--- src/rtl/candidate_collector_pkg.sv ---
// Shared decoder definitions: default widths/sizes for the candidate
// filter stages and the candidate collector state encoding.
package candidate_collector_pkg;

   localparam int Q_WIDTH_DEFAULT   = 6;
   localparam int LLR_WIDTH_DEFAULT = 5;
   localparam int NM_DEFAULT        = 16;
   localparam int CNT_WIDTH_DEFAULT = 4;

   typedef enum logic [1:0] {
      COLLECT = 2'd0,
      SKIP    = 2'd1,
      DRAIN   = 2'd2
   } collector_state_t;

endpackage

--- src/rtl/candidate_collector.sv ---
// Candidate collector: stores up to Nm unique candidates of one list
// (arriving in non-decreasing LLR order), then drains them to the
// downstream stage with LLRs normalised against the first entry.
module candidate_collector
   import candidate_collector_pkg::*;
#(
   parameter int Q_Width   = Q_WIDTH_DEFAULT,
   parameter int LLR_Width = LLR_WIDTH_DEFAULT,
   parameter int Nm        = NM_DEFAULT,
   parameter int Cnt_Width = CNT_WIDTH_DEFAULT
) (
   input  logic                 clk,
   input  logic                 rst,
   input  logic                 In_Save,
   input  logic [Q_Width:0]     In_Q,
   input  logic [LLR_Width:0]   In_LLR,
   input  logic                 In_Last,
   output logic                 Busy,
   output logic                 Out_Valid,
   input  logic                 Out_Ready,
   output logic [Q_Width:0]     Out_Q,
   output logic [LLR_Width:0]   Out_LLR,
   output logic                 Out_Last,
   output logic                 Empty_Pulse
);

   localparam int Addr_Width = (Nm > 1) ? $clog2(Nm) : 1;

   typedef logic [Cnt_Width:0] cnt_t;

   collector_state_t state;
   cnt_t             count;
   cnt_t             rd_ptr;
   cnt_t             count_next;

   logic [Q_Width:0]   q_mem   [Nm];
   logic [LLR_Width:0] llr_mem [Nm];

   logic                  write_en;
   logic                  drain_active;
   logic                  transfer;
   logic                  last_entry;
   logic [Addr_Width-1:0] wr_addr;
   logic [Addr_Width-1:0] rd_addr;
   logic [LLR_Width:0]    rd_llr;
   logic [LLR_Width:0]    base_llr;

   assign write_en     = (state == COLLECT) && In_Save;
   assign count_next   = count + cnt_t'(write_en);
   assign wr_addr      = count[Addr_Width-1:0];
   assign rd_addr      = rd_ptr[Addr_Width-1:0];
   assign drain_active = (state == DRAIN);
   assign transfer     = drain_active && Out_Ready;
   assign last_entry   = (rd_ptr == (count - cnt_t'(1)));

   // Output presentation is a pure decode of registered state and storage,
   // so it stays stable for as long as the consumer stalls.
   assign rd_llr      = llr_mem[rd_addr];
   assign base_llr    = llr_mem[0];
   assign Busy        = (state != COLLECT);
   assign Out_Valid   = drain_active;
   assign Out_Last    = drain_active && last_entry;
   assign Out_Q       = drain_active ? q_mem[rd_addr] : '0;
   assign Out_LLR     = (drain_active && (rd_llr >= base_llr)) ? (rd_llr - base_llr) : '0;

   // Candidate storage; written only while collecting, never cleared.
   always_ff @(posedge clk) begin
      if (!rst && write_en) begin
         q_mem[wr_addr]   <= In_Q;
         llr_mem[wr_addr] <= In_LLR;
      end
   end

   // Collect / skip-overflow / drain sequencing with list bookkeeping.
   always_ff @(posedge clk) begin
      if (rst) begin
         state       <= COLLECT;
         count       <= '0;
         rd_ptr      <= '0;
         Empty_Pulse <= 1'b0;
      end else begin
         Empty_Pulse <= 1'b0;
         unique case (state)
            COLLECT: begin
               count <= count_next;
               if (write_en && (count_next == cnt_t'(Nm))) begin
                  state <= In_Last ? DRAIN : SKIP;
               end else if (In_Last) begin
                  if (count_next != '0) begin
                     state <= DRAIN;
                  end else begin
                     Empty_Pulse <= 1'b1;
                  end
               end
            end
            SKIP: begin
               if (In_Last) begin
                  state <= DRAIN;
               end
            end
            DRAIN: begin
               if (transfer) begin
                  if (last_entry) begin
                     rd_ptr <= '0;
                     count  <= '0;
                     state  <= COLLECT;
                  end else begin
                     rd_ptr <= rd_ptr + cnt_t'(1);
                  end
               end
            end
            default: state <= COLLECT;
         endcase
      end
   end

endmodule

--- config.mk ---
export PLATFORM = sky130hd
export DESIGN_NAME = candidate_collector
export DESIGN_NICKNAME = d
export VERILOG_FILES = /design/src/rtl/candidate_collector_pkg.sv /design/src/rtl/candidate_collector.sv
export SDC_FILE = /design/constraint.sdc
export NUM_CORES = 1
export LEC_CHECK = 0
export CORE_ASPECT_RATIO = 0.8
export CORE_MARGIN = 2
export CORE_UTILIZATION = 30
export DETAILED_ROUTE_END_ITERATION = 12
export PLACE_DENSITY = 0.48
export RECOVER_POWER = 100
export SETUP_SLACK_MARGIN = 0.1
export SYNTH_ARGS = -nofsm -noshare
export SYNTH_HDL_FRONTEND = slang
export SYNTH_SLANG_ARGS = --single-unit
--- constraint.sdc ---
create_clock -name clk -period 11.8 [get_ports clk]
set_clock_uncertainty 0.1 [all_clocks]
set_input_delay 2.36 -clock clk [delete_from_list [all_inputs] [get_ports clk]]
set_output_delay 2.36 -clock clk [all_outputs]
set_load 0.05 [all_outputs]
==> results of run 1 <==
[registers in the layout (all words and copies together), names as in the netlist, named ones only]
register,count
state,2
q_mem,112
count,5
Empty_Pulse,1
llr_mem,96
rd_ptr,5
[through the flow]
stage | cells | hold WS, ps | total power, W | setup slack (ps)
after floorplan | 472 | 383 | 0.00120 | 5670
after global placement | 918 | 411 | 0.00131 | 4620
after detailed placement | 918 | 420 | 0.00132 | 4530
after CTS | 959 | 431 | 0.00203 | 3980
after global routing | 959 | 466 | 0.00208 | 2550
final | 959 | 428 | 0.00200 | 3110
[final timing paths]
path / end / slack [ps] / cells after the start
setup / recovery: Out_LLR[3] / 3110 / 13
hold / removal: rd_ptr[4] / 430 / 2
setup reg to reg: llr_mem[1][2] / 8490 / 5
hold reg to reg: rd_ptr[4] / 430 / 2
[where the power goes]
part / switching (W) / total (W) / internal [W]
sequential: 0.0000304 / 0.000928 / 0.000897
combinational: 0.000205 / 0.000356 / 0.000152
clock: 0.000296 / 0.000711 / 0.000415
[tightest hold or removal path, delay by kind of cell (launching register included)]
kind | cells | cell delay, ps
AOI/OAI and AO/OA | 1 | 60
and+or+nand+nor | 1 | 70
DFF | 1 | 340
[cell families after synthesis]
group | synth area share [%]
xor gates and xnor gates | 1.24
adders and majority gates | 1.99
and+or+nand+nor | 4.44
DFF | 71.7
AOI/OAI and AO/OA | 2.12
buffers and inverters | 2.19
muxes | 16.4
[cell type report]
| type | count | area (µm²) | area share, % |
|---|---|---|---|
| clock buffers | 28 | 616 | 5.73 |
| clock inverters | 13 | 123 | 1.14 |
| inverters | 16 | 60.1 | 0.559 |
| multi-input cells | 210 | 2410 | 22.4 |
| flip-flops and latches | 225 | 6590 | 61.3 |
| well taps | 413 | 517 | 4.81 |
| repair buffers | 54 | 430 | 4.01 |
[routing by layer]
metal	vias to the layer above	part of all wire, %	routed length, µm
li1	2034	-	-
met1	2409	45	9130
met2	98	47	9620
met3	39	5.9	1200
met4	2	2.5	510
met5	-	0.064	13
[cell usage in the layout (no fill, tap or decap), drive strengths merged, types with 2 or more instances in the layout]
cell type / instances
nor2: 27
buf: 4
inv: 16
nand3: 6
nor2b: 4
nand2: 21
o21ai: 8
mux4: 65
nand4: 2
and2: 8
clkdlybuf4s50: 3
xnor2: 8
a32oi: 2
dlygate4sd3: 31
clkinv: 11
dfxtp: 17
ha: 13
edfxtp: 208
a31oi: 4
bufinv: 2
a21o: 2
and3: 2
a21oi: 6
nor3: 12
clkbuf: 44
xor2: 5
nor3b: 2
nand2b: 2
==> key figures, run 1 <==
Outcome
  – Run status: finished with violations
  – Failing checks: max-capacitance violations, max-slew violations

Clock network
  – Clk_lat worst skew: 530 ps
  – Number of gates resized after CTS: 0
  – Cell at the root of the clock tree: sky130_fd_sc_hd__clkbuf_16
  – Total of hold buffers inserted after clock tree synthesis: 0
  – Clock-pin slew on the worst setup and hold paths: 60 ps
  – Total CTS buffers: 24
  – Number of levels in the clock H-tree: 1
  – Total clock sinks: about 230
  – Number of buffers inserted by post-CTS setup repair: 0
  – TritonCTS clock tree: done
  – Max Root-Sink Buffers: 3

Floorplan
  – Die area: 32,100 µm²
  – Chip Height: 161 µm
  – Core Footprint: 30,200 µm²
  – Horiz. Die Dim: 200 µm
  – Initial Util: 30.4%
  – Number of placement rows: 57
  – # IOs: 35

STA
  – Time the final worst path needs with I/O delays and setup: around 8700 ps
  – Slew margin rel.: -22.3%
  – Pins Over Slew Limit: 27
  – Total Neg Setup Slack: 0 ps
  – Final cycle utilization of the critical path: 73.7%
  – Final setup vio count: 0
  – Measured slew at the worst slew-check pin: 1830 ps
  – Setup repair after global routing missed its margin: false
  – Hold violation total from the final report: 0
  – Highest clock frequency the design can meet: 0.115 GHz

Finish
  – Fill count: 2,874
  – Final standard cell utilization of the core: 35.5%
  – Fin nets: 563
  – Post-layout instance area: approximately 11,000 µm²
  – Synth-to-layout area growth: 16.9%
  – Ratio of cells with drive above 1 in the final layout: roughly 18%
  – Diode count: 0

Logic synthesis
  – Sequential-to-total area share from yosys stat: 71.7%
  – Synth Net Count: 504
  – Number of flops mapped to enable cells by yosys: roughly 210
  – Most frequent cell after synthesis: sky130_fd_sc_hd__edfxtp_1
  – Mapped Cells: 472
  – Netlist area before placement: 9190 µm²
  – Largest area contributor in the synthesized netlist: sky130_fd_sc_hd__edfxtp_1
  – Synthesized flop and latch total: around 230
  – Most used standard cells in the synthesized netlist: sky130_fd_sc_hd__edfxtp_1 (208), sky130_fd_sc_hd__mux4_2 (57), sky130_fd_sc_hd__nor2_1 (27)
  – FFs w/ async S/R, synth: 0%
  – Average instance area after synthesis: 19.5 µm²
  – Number of unique standard cell types used by synthesis: 42
  – Area share of the leading cell type in the synthesized netlist: around 68%
  – Total of warnings raised by yosys: 0
  – Top cells by area, synth: sky130_fd_sc_hd__edfxtp_1 (68%), sky130_fd_sc_hd__mux4_2 (14%), sky130_fd_sc_hd__dfxtp_1 (3.7%)
  – Main synth FF type: sky130_fd_sc_hd__edfxtp_1

Detailed routing
  – Antenna-violating nets left: 0
  – Wire per inst: between 20 and 25 µm
  – Total via count in the routed design: 4,582
  – Wire length reported by the detailed router: 20,500 µm
  – Router iterations before antenna repair: 4
  – Number of vias per cell after detailed routing: 4.78
  – DRC violation total after the first TritonRoute iteration: 276
  – DR DRC count: 0

Power and ir drop
  – Peak ir drop on the vdd network: around 0.071 mV
  – PwrDens: approximately 190 nW/µm²
  – Static Leakage: 3.37 nW

Critical path
  – WS Path Type: flip-flop to primary output
  – Buffers & Inverters on Critical Path: 4
  – CP required: 9340 ps
  – Cell class contributing the biggest share of worst-path delay: buffers and inverters
  – Endpoint arrival time on the critical path: ~6200 ps
  – Critical path startpoint category: flip-flop
  – Worst-path maximum fanout: 27
  – List of cells traversed by the critical path: buf_4, mux4_2, mux4_2, inv_1, ha_1, inv_1, fa_1, a21o_1, a21oi_1, a21oi_1, o21ai_1, nor3_1, dlygate4sd3_1
  – Cell with the largest stage delay on the worst path: sky130_fd_sc_hd__dfxtp_1
  – Crit path largest cell delay: 1550 ps
  – Worst reg2reg path startpoint: state[0]
  – Critical Path End Type: primary output

Placement
  – Placed inst area: approximately 10,000 µm²
  – Detailed-placement wirelength estimate: roughly 12,000 µm
  – Global placer's final weighted congestion: 0.743
  – IO buf count: 34

Global route
  – Maximum number of pins on one net before global-route repair: 35
  – Gr busiest metal: met2
  – Wire length of the first global-routing pass: just over 30,000 µm
  – Global route total overflow: 0
  – Initial antenna violation count: 1
  – Met1 layer usage reported by global route: about 18%
  – Met3 Use GR: 2.69%
  – GR Util All Layers: 13.2%
  – Via count of the first global-routing pass: slightly below 5,000
  – Met2 Use GR: between 20% and 30%

Flow run
  – Max capacitance violation total: 1

Min path
  – Hold path startpoint: rd_ptr[4]
  – Hold Crit Class: flip-flop to flip-flop
(Power assumes the default switching activity.)
==> inputs of run 2 (changes only) <==
==> constraint.sdc (replaced) <==
create_clock -name clk -period 8 [get_ports clk]
set_clock_uncertainty 0.1 [all_clocks]
set_input_delay 1.6 -clock clk [delete_from_list [all_inputs] [get_ports clk]]
set_output_delay 1.6 -clock clk [all_outputs]
set_load 0.05 [all_outputs]
==> key figures, run 2 (synthesized netlist as in run 1, its figures left out) <==
Min path
  – Hold path startpoint: rd_ptr[4]
  – Worst Hold Depth: 2
  – Hold Crit Class: flip-flop to flip-flop

Power and ir drop
  – Share of total power in combinational logic: 17.6%
  – Proportion of total power due to net switching: 27.0%
  – Peak ir drop on the vdd network: roughly 0.17 mV
  – Seq pwr share: 46.5%
  – Internal power component: 0.00216 W
  – Clk pwr share: 36.0%
  – Static Leakage: approximately 3.4 nW
  – Switching pwr: 0.000800 W
  – PnR Total Power: 0.00296 W
  – PwrDens: 275 nW/µm²

STA
  – Pins Over Slew Limit: 0
  – Time the final worst path needs with I/O delays and setup: 6960 ps
  – Hold violation total from the final report: 0
  – Final setup vio count: 0
  – Measured slew at the worst slew-check pin: between 1000 and 1500 ps
  – Final cycle utilization of the critical path: between 80% and 90%
  – Setup repair after global routing missed its margin: false
  – Total Neg Setup Slack: 0 ps
  – Slew margin rel.: 5.01%
  – Highest clock frequency the design can meet: 0.144 GHz

Finish
  – Post-layout instance area: 10,800 µm²
  – Flip-flop count of the largest register after layout: about 110
  – Top Registers: q_mem x112, llr_mem x96
  – Number of standard cells in the final layout excluding fillers: 961
  – Fill count: 2,853
  – Ratio of cells with drive above 1 in the final layout: 19.0%
  – Register area: 6590 µm²
  – Area occupied by multi-input gates: between 2000 and 2500 µm²
  – Diode count: 0
  – Most frequent cells in the layout: sky130_fd_sc_hd__edfxtp_1 (208), sky130_fd_sc_hd__mux4_2 (57), sky130_fd_sc_hd__nor2_1 (27), sky130_fd_sc_hd__dlygate4sd3_1 (27), sky130_fd_sc_hd__clkbuf_16 (26)
  – Largest register by flop count: q_mem
  – Most common cell after layout, fill and taps aside: sky130_fd_sc_hd__edfxtp_1
  – Synth-to-layout area growth: 17.2%
  – Fin nets: 562

Clock network
  – Number of buffers inserted by post-CTS setup repair: 0
  – Total of hold buffers inserted after clock tree synthesis: 0
  – Clock-pin slew on the worst setup and hold paths: 60 ps
  – Number of gates resized after CTS: 0
  – Number of levels in the clock H-tree: 1
  – Total clock sinks: 225
  – Total CTS buffers: 24
  – Max Root-Sink Buffers: 3
  – TritonCTS clock tree: done
  – Cell at the root of the clock tree: sky130_fd_sc_hd__clkbuf_16
  – Clk_lat worst skew: about 510 ps

Global route
  – Global route total overflow: 0
  – Wire length of the first global-routing pass: 31,300 µm
  – GR Util All Layers: ~13%
  – Initial antenna violation count: 0
  – Via count of the first global-routing pass: 4,797
  – Maximum number of pins on one net before global-route repair: 32

Detailed routing
  – Router iterations before antenna repair: 4
  – Wire per inst: between 20 and 25 µm
  – Wire length reported by the detailed router: roughly 21,000 µm
  – DRC violation total after the first TritonRoute iteration: 386
  – DR DRC count: 0
  – Total via count in the routed design: 4,523
  – Antenna-violating nets left: 0
  – Number of vias per cell after detailed routing: 4.71

Floorplan
  – Chip Height: 161 µm
  – # IOs: 35
  – Number of placement rows: 57
  – Die area: 32,100 µm²
  – Initial Util: 30.4%
  – Horiz. Die Dim: 200 µm
  – Core Footprint: around 30,000 µm²

Placement
  – IO buf count: 34
  – Global placer's final weighted congestion: 0.741
  – Placed inst area: 10,100 µm²
  – Placed Cells incl. Taps: 917
  – Detailed-placement wirelength estimate: 12,200 µm

Critical path
  – Endpoint of the most critical register-to-register path: llr_mem[5][1]
  – Critical Path End Type: primary output
  – Worst reg2reg path startpoint: state[0]
  – WS Path Type: flip-flop to primary output
  – CP Capture Point: Out_LLR[2]
  – Critical path startpoint category: flip-flop
  – Endpoint arrival time on the critical path: 5260 ps
  – Register-to-register path setup slack: 5150 ps
  – CP required: 6300 ps
  – Count of cells along the worst register-to-register path: 5
  – Worst-path maximum fanout: 18

Flow run
  – Max capacitance violation total: 0

Outcome
  – Run status: completed
-- run 2: cell types whose count changed in the layout (fill, tap and decap cells not counted), sizes merged --
cell and change:
buf -2, bufinv -2, clkbuf +2, clkdlybuf4s50 +4, clkinvlp +1, dlygate4sd3 -4, inv +3
-- run 2: metal layers --
layer  up-vias  routed length (µm)  track usage (%)
met5         -                   0                0
met1      2339                8900             19.6
li1       2031                   -                -
met3        27                1770             2.48
met4         0                 451             3.03
met2       126                9710             21.0
-- run 2: how the worst min path moves through the flow --
stage | to | slack (ps)
after floorplan | count[4] | 380
after global placement | rd_ptr[4] | 410
after detailed placement | count[4] | 420
after CTS | count[4] | 430
after global routing | rd_ptr[4] | 460
final | rd_ptr[4] | 430
-- run 2: power groups by stage --
| stage | sequential [W] | combinational, W | clock, W |
|---|---|---|---|
| after CTS | 0.00138 | 0.000540 | 0.00110 |
| final | 0.00138 | 0.000520 | 0.00106 |
| after global placement | 0.00140 | 0.000538 | 0 |
| after global routing | 0.00138 | 0.000567 | 0.00114 |
| after detailed placement | 0.00140 | 0.000537 | 0 |
| after floorplan | 0.00137 | 0.000406 | 0 |
-- run 2: cell type report --
cell class / count / area share, %
Sequential cell: 225 / 61.2
Multi-Input combinational cell: 210 / 22.4
Clock buffer: 29 / 6.33
Tap cell: 413 / 4.80
Timing Repair Buffer: 53 / 3.89
Clock inverter: 15 / 0.837
Inverter: 16 / 0.558
-- run 2: critical path, stage by stage, from the launching register on --
cell and delay, ps:
sky130_fd_sc_hd__dfxtp_1 1070, sky130_fd_sc_hd__clkbuf_1 940, sky130_fd_sc_hd__mux4_2 640, sky130_fd_sc_hd__ha_1 370, sky130_fd_sc_hd__a21o_1 200, sky130_fd_sc_hd__a21oi_1 210, sky130_fd_sc_hd__a21oi_1 100, sky130_fd_sc_hd__o21ai_1 340
sky130_fd_sc_hd__nor2_1 90, sky130_fd_sc_hd__dlygate4sd3_1 770
-- run 2: metrics by stage --
step,hold slack [ps],util [%],setup WS (ps)
global placement,409,33.3,2040
finish,427,35.6,1040
detailed placement,416,33.3,2010
global route,459,35.6,608
CTS,425,35.9,1440
floorplan,383,-,2630
